--- config.mk ---
export PLATFORM = sky130hd
export DESIGN_NAME = wb_regfile_hilo_flat
export DESIGN_NICKNAME = d
export VERILOG_FILES = /design/src/rtl/wb_regfile_hilo_pkg.sv /design/src/rtl/wb_regfile_hilo_if.sv /design/src/rtl/wb_regfile_hilo_hilo_reg.sv /design/src/rtl/wb_regfile_hilo.sv /design/src/flat_wrapper.sv
export SDC_FILE = /design/constraint.sdc
export NUM_CORES = 2
export LEC_CHECK = 0
export CAP_MARGIN = 5
export CELL_PAD_IN_SITES_DETAIL_PLACEMENT = 0
export CELL_PAD_IN_SITES_GLOBAL_PLACEMENT = 2
export CORE_MARGIN = 4
export CORE_UTILIZATION = 40
export CTS_BUF_LIST = sky130_fd_sc_hd__clkbuf_2
export DETAILED_ROUTE_END_ITERATION = 7
export GPL_ROUTABILITY_DRIVEN = 0
export HOLD_SLACK_MARGIN = 0.15
export PLACE_DENSITY = 0.72
export RECOVER_POWER = 50
export SYNTH_ARGS = -nofsm -noshare
export SYNTH_HDL_FRONTEND = slang
export SYNTH_SLANG_ARGS = --single-unit
--- constraint.sdc ---
create_clock -name clk -period 3.3 [get_ports clk]
set_clock_uncertainty 0.15 [all_clocks]
set_input_delay 0.66 -clock clk [delete_from_list [all_inputs] [get_ports clk]]
set_output_delay 0.66 -clock clk [all_outputs]
set_load 0.1 [all_outputs]
--- src/rtl/wb_regfile_hilo_pkg.sv ---
// Shared constants for the write-back register file slice.
// Bus widths, enable polarities and the canonical zero values.
package wb_regfile_hilo_pkg;

  localparam int RegBus     = 32;
  localparam int RegAddrBus = 5;
  localparam int RegNum     = 32;

  localparam logic RstEnable   = 1'b1;
  localparam logic WriteEnable = 1'b1;
  localparam logic ReadEnable  = 1'b1;

  localparam logic [RegBus-1:0]     ZeroWord   = '0;
  localparam logic [RegAddrBus-1:0] NOPRegAddr = '0;

endpackage

--- src/rtl/wb_regfile_hilo_if.sv ---
// WB-stage writes, ID read ports and EX HI/LO view, bundled as one interface.
// The master modport is the pipeline side; the slave modport is the register file.
interface wb_regfile_hilo_if
  import wb_regfile_hilo_pkg::*;
#(
  parameter int DATA_W = RegBus,
  parameter int ADDR_W = RegAddrBus
);
  logic [ADDR_W-1:0] wb_waddr_reg_i;
  logic              wb_we_reg_i;
  logic [DATA_W-1:0] wb_wdata_i;
  logic [DATA_W-1:0] wb_hi_i;
  logic [DATA_W-1:0] wb_lo_i;
  logic              wb_whilo_i;
  logic              re1_i;
  logic [ADDR_W-1:0] raddr1_i;
  logic [DATA_W-1:0] rdata1_o;
  logic              re2_i;
  logic [ADDR_W-1:0] raddr2_i;
  logic [DATA_W-1:0] rdata2_o;
  logic [DATA_W-1:0] hi_o;
  logic [DATA_W-1:0] lo_o;
  logic [31:0]       wb_commit_cnt_o;

  modport master (
    output wb_waddr_reg_i, wb_we_reg_i, wb_wdata_i, wb_hi_i, wb_lo_i, wb_whilo_i,
    output re1_i, raddr1_i, re2_i, raddr2_i,
    input  rdata1_o, rdata2_o, hi_o, lo_o, wb_commit_cnt_o
  );

  modport slave (
    input  wb_waddr_reg_i, wb_we_reg_i, wb_wdata_i, wb_hi_i, wb_lo_i, wb_whilo_i,
    input  re1_i, raddr1_i, re2_i, raddr2_i,
    output rdata1_o, rdata2_o, hi_o, lo_o, wb_commit_cnt_o
  );
endinterface

--- src/rtl/wb_regfile_hilo_hilo_reg.sv ---
// HI/LO pair, written together on whilo; outputs forced to zero while in reset.
// WB_BYPASS_EN: when defined, a same-cycle HI/LO write is visible on hi/lo immediately.
module hilo_reg
  import wb_regfile_hilo_pkg::*;
#(
  parameter int DATA_W = RegBus
) (
  input  logic              clk,
  input  logic              rst,
  input  logic              whilo,
  input  logic [DATA_W-1:0] hi_in,
  input  logic [DATA_W-1:0] lo_in,
  output logic [DATA_W-1:0] hi,
  output logic [DATA_W-1:0] lo
);

  logic [DATA_W-1:0] hi_q;
  logic [DATA_W-1:0] lo_q;

  always_ff @(posedge clk) begin
    if (rst == RstEnable) begin
      hi_q <= '0;
      lo_q <= '0;
    end else if (whilo == WriteEnable) begin
      hi_q <= hi_in;
      lo_q <= lo_in;
    end
  end

  always_comb begin
    hi = hi_q;
    lo = lo_q;
`ifdef WB_BYPASS_EN
    if (whilo == WriteEnable) begin
      hi = hi_in;
      lo = lo_in;
    end
`endif
    if (rst == RstEnable) begin
      hi = '0;
      lo = '0;
    end
  end

endmodule

--- src/rtl/wb_regfile_hilo.sv ---
// Write-back consumer: 32x32 GPR file with two read ports, HI/LO pair and commit counter.
// WB_BYPASS_EN: when defined, reads of the address being written return the write data.
module wb_regfile_hilo
  import wb_regfile_hilo_pkg::*;
#(
  parameter int DATA_W   = RegBus,
  parameter int ADDR_W   = RegAddrBus,
  parameter int NUM_REGS = RegNum
) (
  input logic              clk,
  input logic              rst,
  wb_regfile_hilo_if.slave bus
);

  logic [DATA_W-1:0] regs [NUM_REGS];
  logic [31:0]       commit_cnt;
  logic              gpr_commit;
  logic              commit;

  // r0 is never written, so it stays at its reset value of zero
  assign gpr_commit = (bus.wb_we_reg_i == WriteEnable) && (bus.wb_waddr_reg_i != NOPRegAddr);
  assign commit     = gpr_commit || (bus.wb_whilo_i == WriteEnable);

  always_ff @(posedge clk) begin
    if (rst == RstEnable) begin
      for (int i = 0; i < NUM_REGS; i++) regs[i] <= '0;
    end else if (gpr_commit) begin
      regs[bus.wb_waddr_reg_i] <= bus.wb_wdata_i;
    end
  end

  always_ff @(posedge clk) begin
    if (rst == RstEnable) commit_cnt <= ZeroWord;
    else if (commit)      commit_cnt <= commit_cnt + 32'd1;
  end

  assign bus.wb_commit_cnt_o = commit_cnt;

  function automatic logic [DATA_W-1:0] gpr_read(input logic re, input logic [ADDR_W-1:0] addr);
    if (rst == RstEnable)      return '0;
    if (re != ReadEnable)      return '0;
    if (addr == NOPRegAddr)    return '0;
`ifdef WB_BYPASS_EN
    if (bus.wb_we_reg_i == WriteEnable && bus.wb_waddr_reg_i == addr) return bus.wb_wdata_i;
`endif
    return regs[addr];
  endfunction

  always_comb begin
    bus.rdata1_o = gpr_read(bus.re1_i, bus.raddr1_i);
    bus.rdata2_o = gpr_read(bus.re2_i, bus.raddr2_i);
  end

  hilo_reg #(.DATA_W(DATA_W)) u_hilo (
    .clk   (clk),
    .rst   (rst),
    .whilo (bus.wb_whilo_i),
    .hi_in (bus.wb_hi_i),
    .lo_in (bus.wb_lo_i),
    .hi    (bus.hi_o),
    .lo    (bus.lo_o)
  );

endmodule
--- src/flat_wrapper.sv ---
// flat-port wrapper written by rule: the top's interface ports become plain ports
module wb_regfile_hilo_flat import wb_regfile_hilo_pkg::*;
#(
  parameter int DATA_W   = RegBus,
  parameter int ADDR_W   = RegAddrBus,
  parameter int NUM_REGS = RegNum
)
  (clk, rst, bus_wb_waddr_reg_i, bus_wb_we_reg_i, bus_wb_wdata_i, bus_wb_hi_i, bus_wb_lo_i, bus_wb_whilo_i, bus_re1_i, bus_raddr1_i, bus_re2_i, bus_raddr2_i, bus_rdata1_o, bus_rdata2_o, bus_hi_o, bus_lo_o, bus_wb_commit_cnt_o);
  wb_regfile_hilo_if #(.DATA_W(DATA_W), .ADDR_W(ADDR_W)) bus_i ();
  input logic clk;
  input logic rst;
  input wire logic [$bits(bus_i.wb_waddr_reg_i)-1:0] bus_wb_waddr_reg_i;
  input wire logic [$bits(bus_i.wb_we_reg_i)-1:0] bus_wb_we_reg_i;
  input wire logic [$bits(bus_i.wb_wdata_i)-1:0] bus_wb_wdata_i;
  input wire logic [$bits(bus_i.wb_hi_i)-1:0] bus_wb_hi_i;
  input wire logic [$bits(bus_i.wb_lo_i)-1:0] bus_wb_lo_i;
  input wire logic [$bits(bus_i.wb_whilo_i)-1:0] bus_wb_whilo_i;
  input wire logic [$bits(bus_i.re1_i)-1:0] bus_re1_i;
  input wire logic [$bits(bus_i.raddr1_i)-1:0] bus_raddr1_i;
  input wire logic [$bits(bus_i.re2_i)-1:0] bus_re2_i;
  input wire logic [$bits(bus_i.raddr2_i)-1:0] bus_raddr2_i;
  output wire logic [$bits(bus_i.rdata1_o)-1:0] bus_rdata1_o;
  output wire logic [$bits(bus_i.rdata2_o)-1:0] bus_rdata2_o;
  output wire logic [$bits(bus_i.hi_o)-1:0] bus_hi_o;
  output wire logic [$bits(bus_i.lo_o)-1:0] bus_lo_o;
  output wire logic [$bits(bus_i.wb_commit_cnt_o)-1:0] bus_wb_commit_cnt_o;
  assign bus_i.wb_waddr_reg_i = bus_wb_waddr_reg_i;
  assign bus_i.wb_we_reg_i = bus_wb_we_reg_i;
  assign bus_i.wb_wdata_i = bus_wb_wdata_i;
  assign bus_i.wb_hi_i = bus_wb_hi_i;
  assign bus_i.wb_lo_i = bus_wb_lo_i;
  assign bus_i.wb_whilo_i = bus_wb_whilo_i;
  assign bus_i.re1_i = bus_re1_i;
  assign bus_i.raddr1_i = bus_raddr1_i;
  assign bus_i.re2_i = bus_re2_i;
  assign bus_i.raddr2_i = bus_raddr2_i;
  assign bus_rdata1_o = bus_i.rdata1_o;
  assign bus_rdata2_o = bus_i.rdata2_o;
  assign bus_hi_o = bus_i.hi_o;
  assign bus_lo_o = bus_i.lo_o;
  assign bus_wb_commit_cnt_o = bus_i.wb_commit_cnt_o;
  wb_regfile_hilo #(.DATA_W(DATA_W), .ADDR_W(ADDR_W), .NUM_REGS(NUM_REGS)) u_core (.clk(clk), .rst(rst), .bus(bus_i));
endmodule
# After elaboration in Yosys (flattened, before gate mapping)
# Memories as Yosys holds them, arrays and structs flattened.
# Index checks and enable logic that the tools add are counted.
# totals
regBits	96
latch_bits	0
ram_bits	1024
mem_bits_ro	0
inputBits	117
output_inout_bits	160
word_cells	42
mem_count	1
# memory_table
name	depth	width	rd	rd_ports_with_merged_regs	write_ports	line_no	source
u_core.regs	32	32	2	0	32	wb_regfile_hilo.sv:15	logic [DATA_W-1:0] regs [NUM_REGS];
# classes
addsub	1
n_mul	0
div_mod_pow	0
n_lt_le_gt_ge	0
n_eq_ne	0
shift	0
muxes	31
bitwise	0
reduce_logical	6
# op_table
operator	count
$mux W32	14
$add A32 B1 Y32 const B	1
$reduce_or A32 Y1	1
$mux W1	16
$logic_not A5 Y1	2
$mux W5	1
$reduce_bool A5 Y1	1
$logic_and A1 B1 Y1	1
$logic_or A1 B1 Y1	1

# Longest topological paths before layout
# logic_depth
word_depth	7
mapped_depth	9
depth_no_buf	6

# By module
# From an unflattened synthesis, not the netlist that was laid out.
# hier_totals
hier_cells	4538
hier_area_um2	58137.0
# by_module_without_submodules
module	n_inst	cells_each	area_each_um2	seq_area_each_um2
wb_regfile_hilo	1	4261	55400.6	30459.2
hilo_reg	1	277	2736.4	1281.2

# Worst setup path before layout
# OpenSTA, ideal clock, no wires.
# synth_timing
path_type	in2out
start	input port bus_raddr1_i[1]
end	output port bus_rdata1_o[30]
t_arrival_ps	3682
t_required_ps	2490
setup_slack_ps	-1192
stages	7
n_path_buf	3
cell_sequence	buf_2 -> buf_6 -> buf_2 -> mux4_2 -> mux4_2 -> inv_1 -> o21ai_0
# synth_between
elab_chain_cells	7
word_cells_on_any_way	9
classes_between	mux: 7; reduce/logical: 1; memory: 1
# synth_rtl
element	line_no	source
start, declared	flat_wrapper.sv:19	input wire logic [$bits(bus_i.raddr1_i)-1:0] bus_raddr1_i;
branches (longest 4 deep; another with $mem_v2 Z32 W32)	n/a	
$mux W32 *	wb_regfile_hilo.sv:46	return regs[addr];
$mux W32 *	wb_regfile_hilo.sv:42	if (addr == NOPRegAddr) return '0;
$mux W32 *	wb_regfile_hilo.sv:41	if (re != ReadEnable) return '0;
end, declared	flat_wrapper.sv:22	output wire logic [$bits(bus_i.rdata1_o)-1:0] bus_rdata1_o;
# Mark *: on every way between the ends. The select of a mux whose other input is x is not followed.

==> flow_summary.yaml <==
global_route:
  antenna_found_initial: 9
  grt_start_max_net_pins: 130
  grt_pass1_vias: 43512
  grt_util_all_layers_pct: 27.3
  grt.overflow.total: 0
  grt_pass1_wl_um: 305000
yosys:
  synth.avg_cell_area_sq_um: 14.1
  synth_area_sq_mm: 0.0592
  synthArstFlopShare_pct: 0
  ys_ff_latch: 1120
  synth-edff-count: 1024
  synth_common_cells: "edfxtp_1 (1024), and2_1 (997), mux4_2 (390), mux2_2 (373), clkbuf_1 (309)"
  synth.largest_area_cell: "edfxtp_1"
  yosysTopAreaCellShare_pct: 51.9
  synth_ff_type: "edfxtp_1"
  synth_area_leaders: "edfxtp_1 (52%), mux4_2 (15%), and2_1 (11%), mux2_2 (7.1%), dfxtp_1 (3.2%)"
  yosys_warnings: 0
  yosysMostFrequentCell: "edfxtp_1"
  yosysSeqAreaShare_pct: 55.1
  synthCells: 4193
  synth.distinct_cells: 50
timing:
  fin_crit_ps: 4310
  hold-worst-slack_ps: 346
  setup_violations: 1098
  drv_slew: 65
  fmax_ghz: 0.232
  setup_slack_ps: -1010
  hold_viol_final: 0
  maxSlewHeadroom_pct: -2.42
  rsz0062_at_grt: "true"
  fin_crit_sh_pct: 131
  tns_ps: -213120
  tightest_slew_ps: 1540
setup_path:
  crit_buf_inv: 2
  required_ps: 2490
  crit_family: "multiplexers"
  crit_fanout: 2
  arrival_ps: 3500
  critPathLaunchType: "register"
  critical_path.cell_chain: "mux4_2 -> mux2_4 -> a22oi_2 -> buf_4 -> nand2_4 -> buf_12"
  slowest_delay_ps: 490
  criticalPathCategory: "reg -> out"
  end_kind: "output port"
  cpMaxStageDelayCell: "mux4_2"
die:
  coreArea_sq_mm: 0.146
  rows: 140
  die_area_sq_mm: 0.154
  ios: 277
  die_h_um: 393
  die_x_um: 393
  start_util_pct: 40.5
placed_design:
  dpl.hpwl_um: 137000
  io_buffers: 276
power:
  peakVddDrop_mv: 0.290
  leakage_uw: 0.0280
  power.density_mw_per_mm2: 431
min_path:
  hold_path_class: "in -> reg"
clock_tree:
  clk_latency_ps: 1670
  path_clk_slew_ps: 90
  clkSinkCount: 1120
  cts_max_level: 5
  cts_root_buf: "clkbuf_2"
  cts_tree: "done"
  clockBufferDepth: 4
  cts_buffers: 332
route:
  drtPass1Iterations: 5
  postRouteAntennaNets: 0
  drtIter0Drc: 3596
  routedWlPerCell_um: 29.0
  vias: 41368
  viasPerCell: 5.68
  routed_wl_um: 211000
  drc_errors: 0
run_status:
  violations: "capacitance limit, slew limit, setup timing"
  outcome: "finished with violations"
flow_run:
  drv_cap: 1
finish:
  area_growth_syn_to_layout_pct: 28.8
  nets: 5261
  drive_gt1_share_pct: 43.6
## worst register-to-register path: stages, from the launching register on
cell and delay [ps]:
dfxtp_4 370, buf_4 120, and3_1 340, nor4b_2 310, o2111ai_2 160, buf_4 210, or4_1 500, a21oi_2 150
## flip-flops by register name (all words and copies together) (netlist names)
register	flops
u_core.regs	1024
u_core.bus.wb_commit_cnt_o	32
u_core.u_hilo.hi_q	32
u_core.u_hilo.lo_q	32
## metrics by stage
step / instances / instance area (sq um) / worst slack (ps) / util, % / power (uW)
finish: 7281 / 76300 / -1010 / 52.1 / 32900
global placement: 6476 / 69500 / -495 / 47.5 / 22600
CTS: 7252 / 76400 / -1240 / 52.2 / 33200
detailed placement: 6476 / 69500 / -511 / 47.5 / 22600
floorplan: 4224 / 59700 / -80.8 / - / 20100
global route: 7276 / 76300 / -1270 / 52.1 / 34300
## power by group
group | leakage (uW) | internal [uW] | switching, uW
Sequential | 0.0106 | 16200 | 368
Combinational | 0.0153 | 2820 | 3410
Clock | 0.00212 | 3970 | 6110
Total | 0.0280 | 23000 | 9890
## metal layers
metal	share of wire [%]	wire, um	vias to the layer above	track usage, %
met5	0	0	-	0
met4	3.2	6800	0	8.81
met3	7.3	15300	405	5.35
met2	48	100000	1730	44.4
met1	42	88600	21336	37.1
li1	-	-	17897	-
## layout make-up
cell class                      instances  area, sq um
Antenna cell                           17         42.5
Fill cell                           12352        70100
Clock buffer                          481         2410
Timing Repair Buffer                 1015        11400
Sequential cell                      1120        32800
Inverter                                8         30.0
Clock inverter                         57          270
Multi-Input combinational cell       2666        26900
Tap cell                             1917         2400
## cell usage in the layout, fill, tap and decap left out, types with 8 or more instances in the layout
cell type and count:
clkbuf_1 12, or3_1 12, clkdlybuf4s50_1 108, nand2_4 44
nor3_1 60, buf_8 15, mux2_2 305, dfxtp_2 77
nand2_2 13, nor2_4 34, o21ai_1 9, buf_6 16
mux4_2 390, conb_1 32, and2_1 854, o22ai_4 13
clkinv_1 51, buf_4 334, o21ai_0 8, xor2_1 13
o22ai_1 151, mux2i_1 66, nor2_1 88, a22oi_2 62
nand2_1 19, a21oi_1 9, o22ai_2 22, edfxtp_1 1024
nor2b_4 64, buf_12 235, mux2_4 68, dfxtp_4 15
and2_0 141, or2_2 31, clkbuf_2 540, a22o_1 62
diode_2 17, dlygate4sd3_1 227
## timing repair
action                      CTS  global route
setup endpoints to repair   159           132
gates resized for setup     509            28
hold endpoints to repair   1725           327
cloned                        0             2
setup buffers                16            11
pin swaps                    85             6
hold buffers                228             1
## final timing paths
kind                                                    start                             end  slack [ps]  cells past startpoint
worst max register to register  u_core.bus.wb_commit_cnt_o[0]  u_core.bus.wb_commit_cnt_o[29]         870                      7
worst min register to register          u_core.u_hilo.hi_q[7]           u_core.u_hilo.hi_q[7]         350                      2
worst min-delay path                       bus_wb_wdata_i[15]              u_core.regs[6][15]         350                      4
worst max-delay path                        u_core.regs[0][7]                 bus_rdata1_o[7]       -1010                      6
## kinds of logic (layout without fill, tap and decap cells)
family | count (synthesis) | count (layout) | synth area share [%]
and+or+nand+nor | 1425 | 1425 | 14.1
muxes | 829 | 829 | 23.0
other | 1 | 49 | 0.00633
buffers and inverters | 438 | 1561 | 3.17
DFF | 1120 | 1120 | 55.1
adders and majority gates | 1 | 1 | 0.0211
AOI/OAI and AO/OA | 364 | 364 | 4.29
xor gates and xnor gates | 15 | 15 | 0.222
No activity file was read; power rests on OpenSTA's default activity.
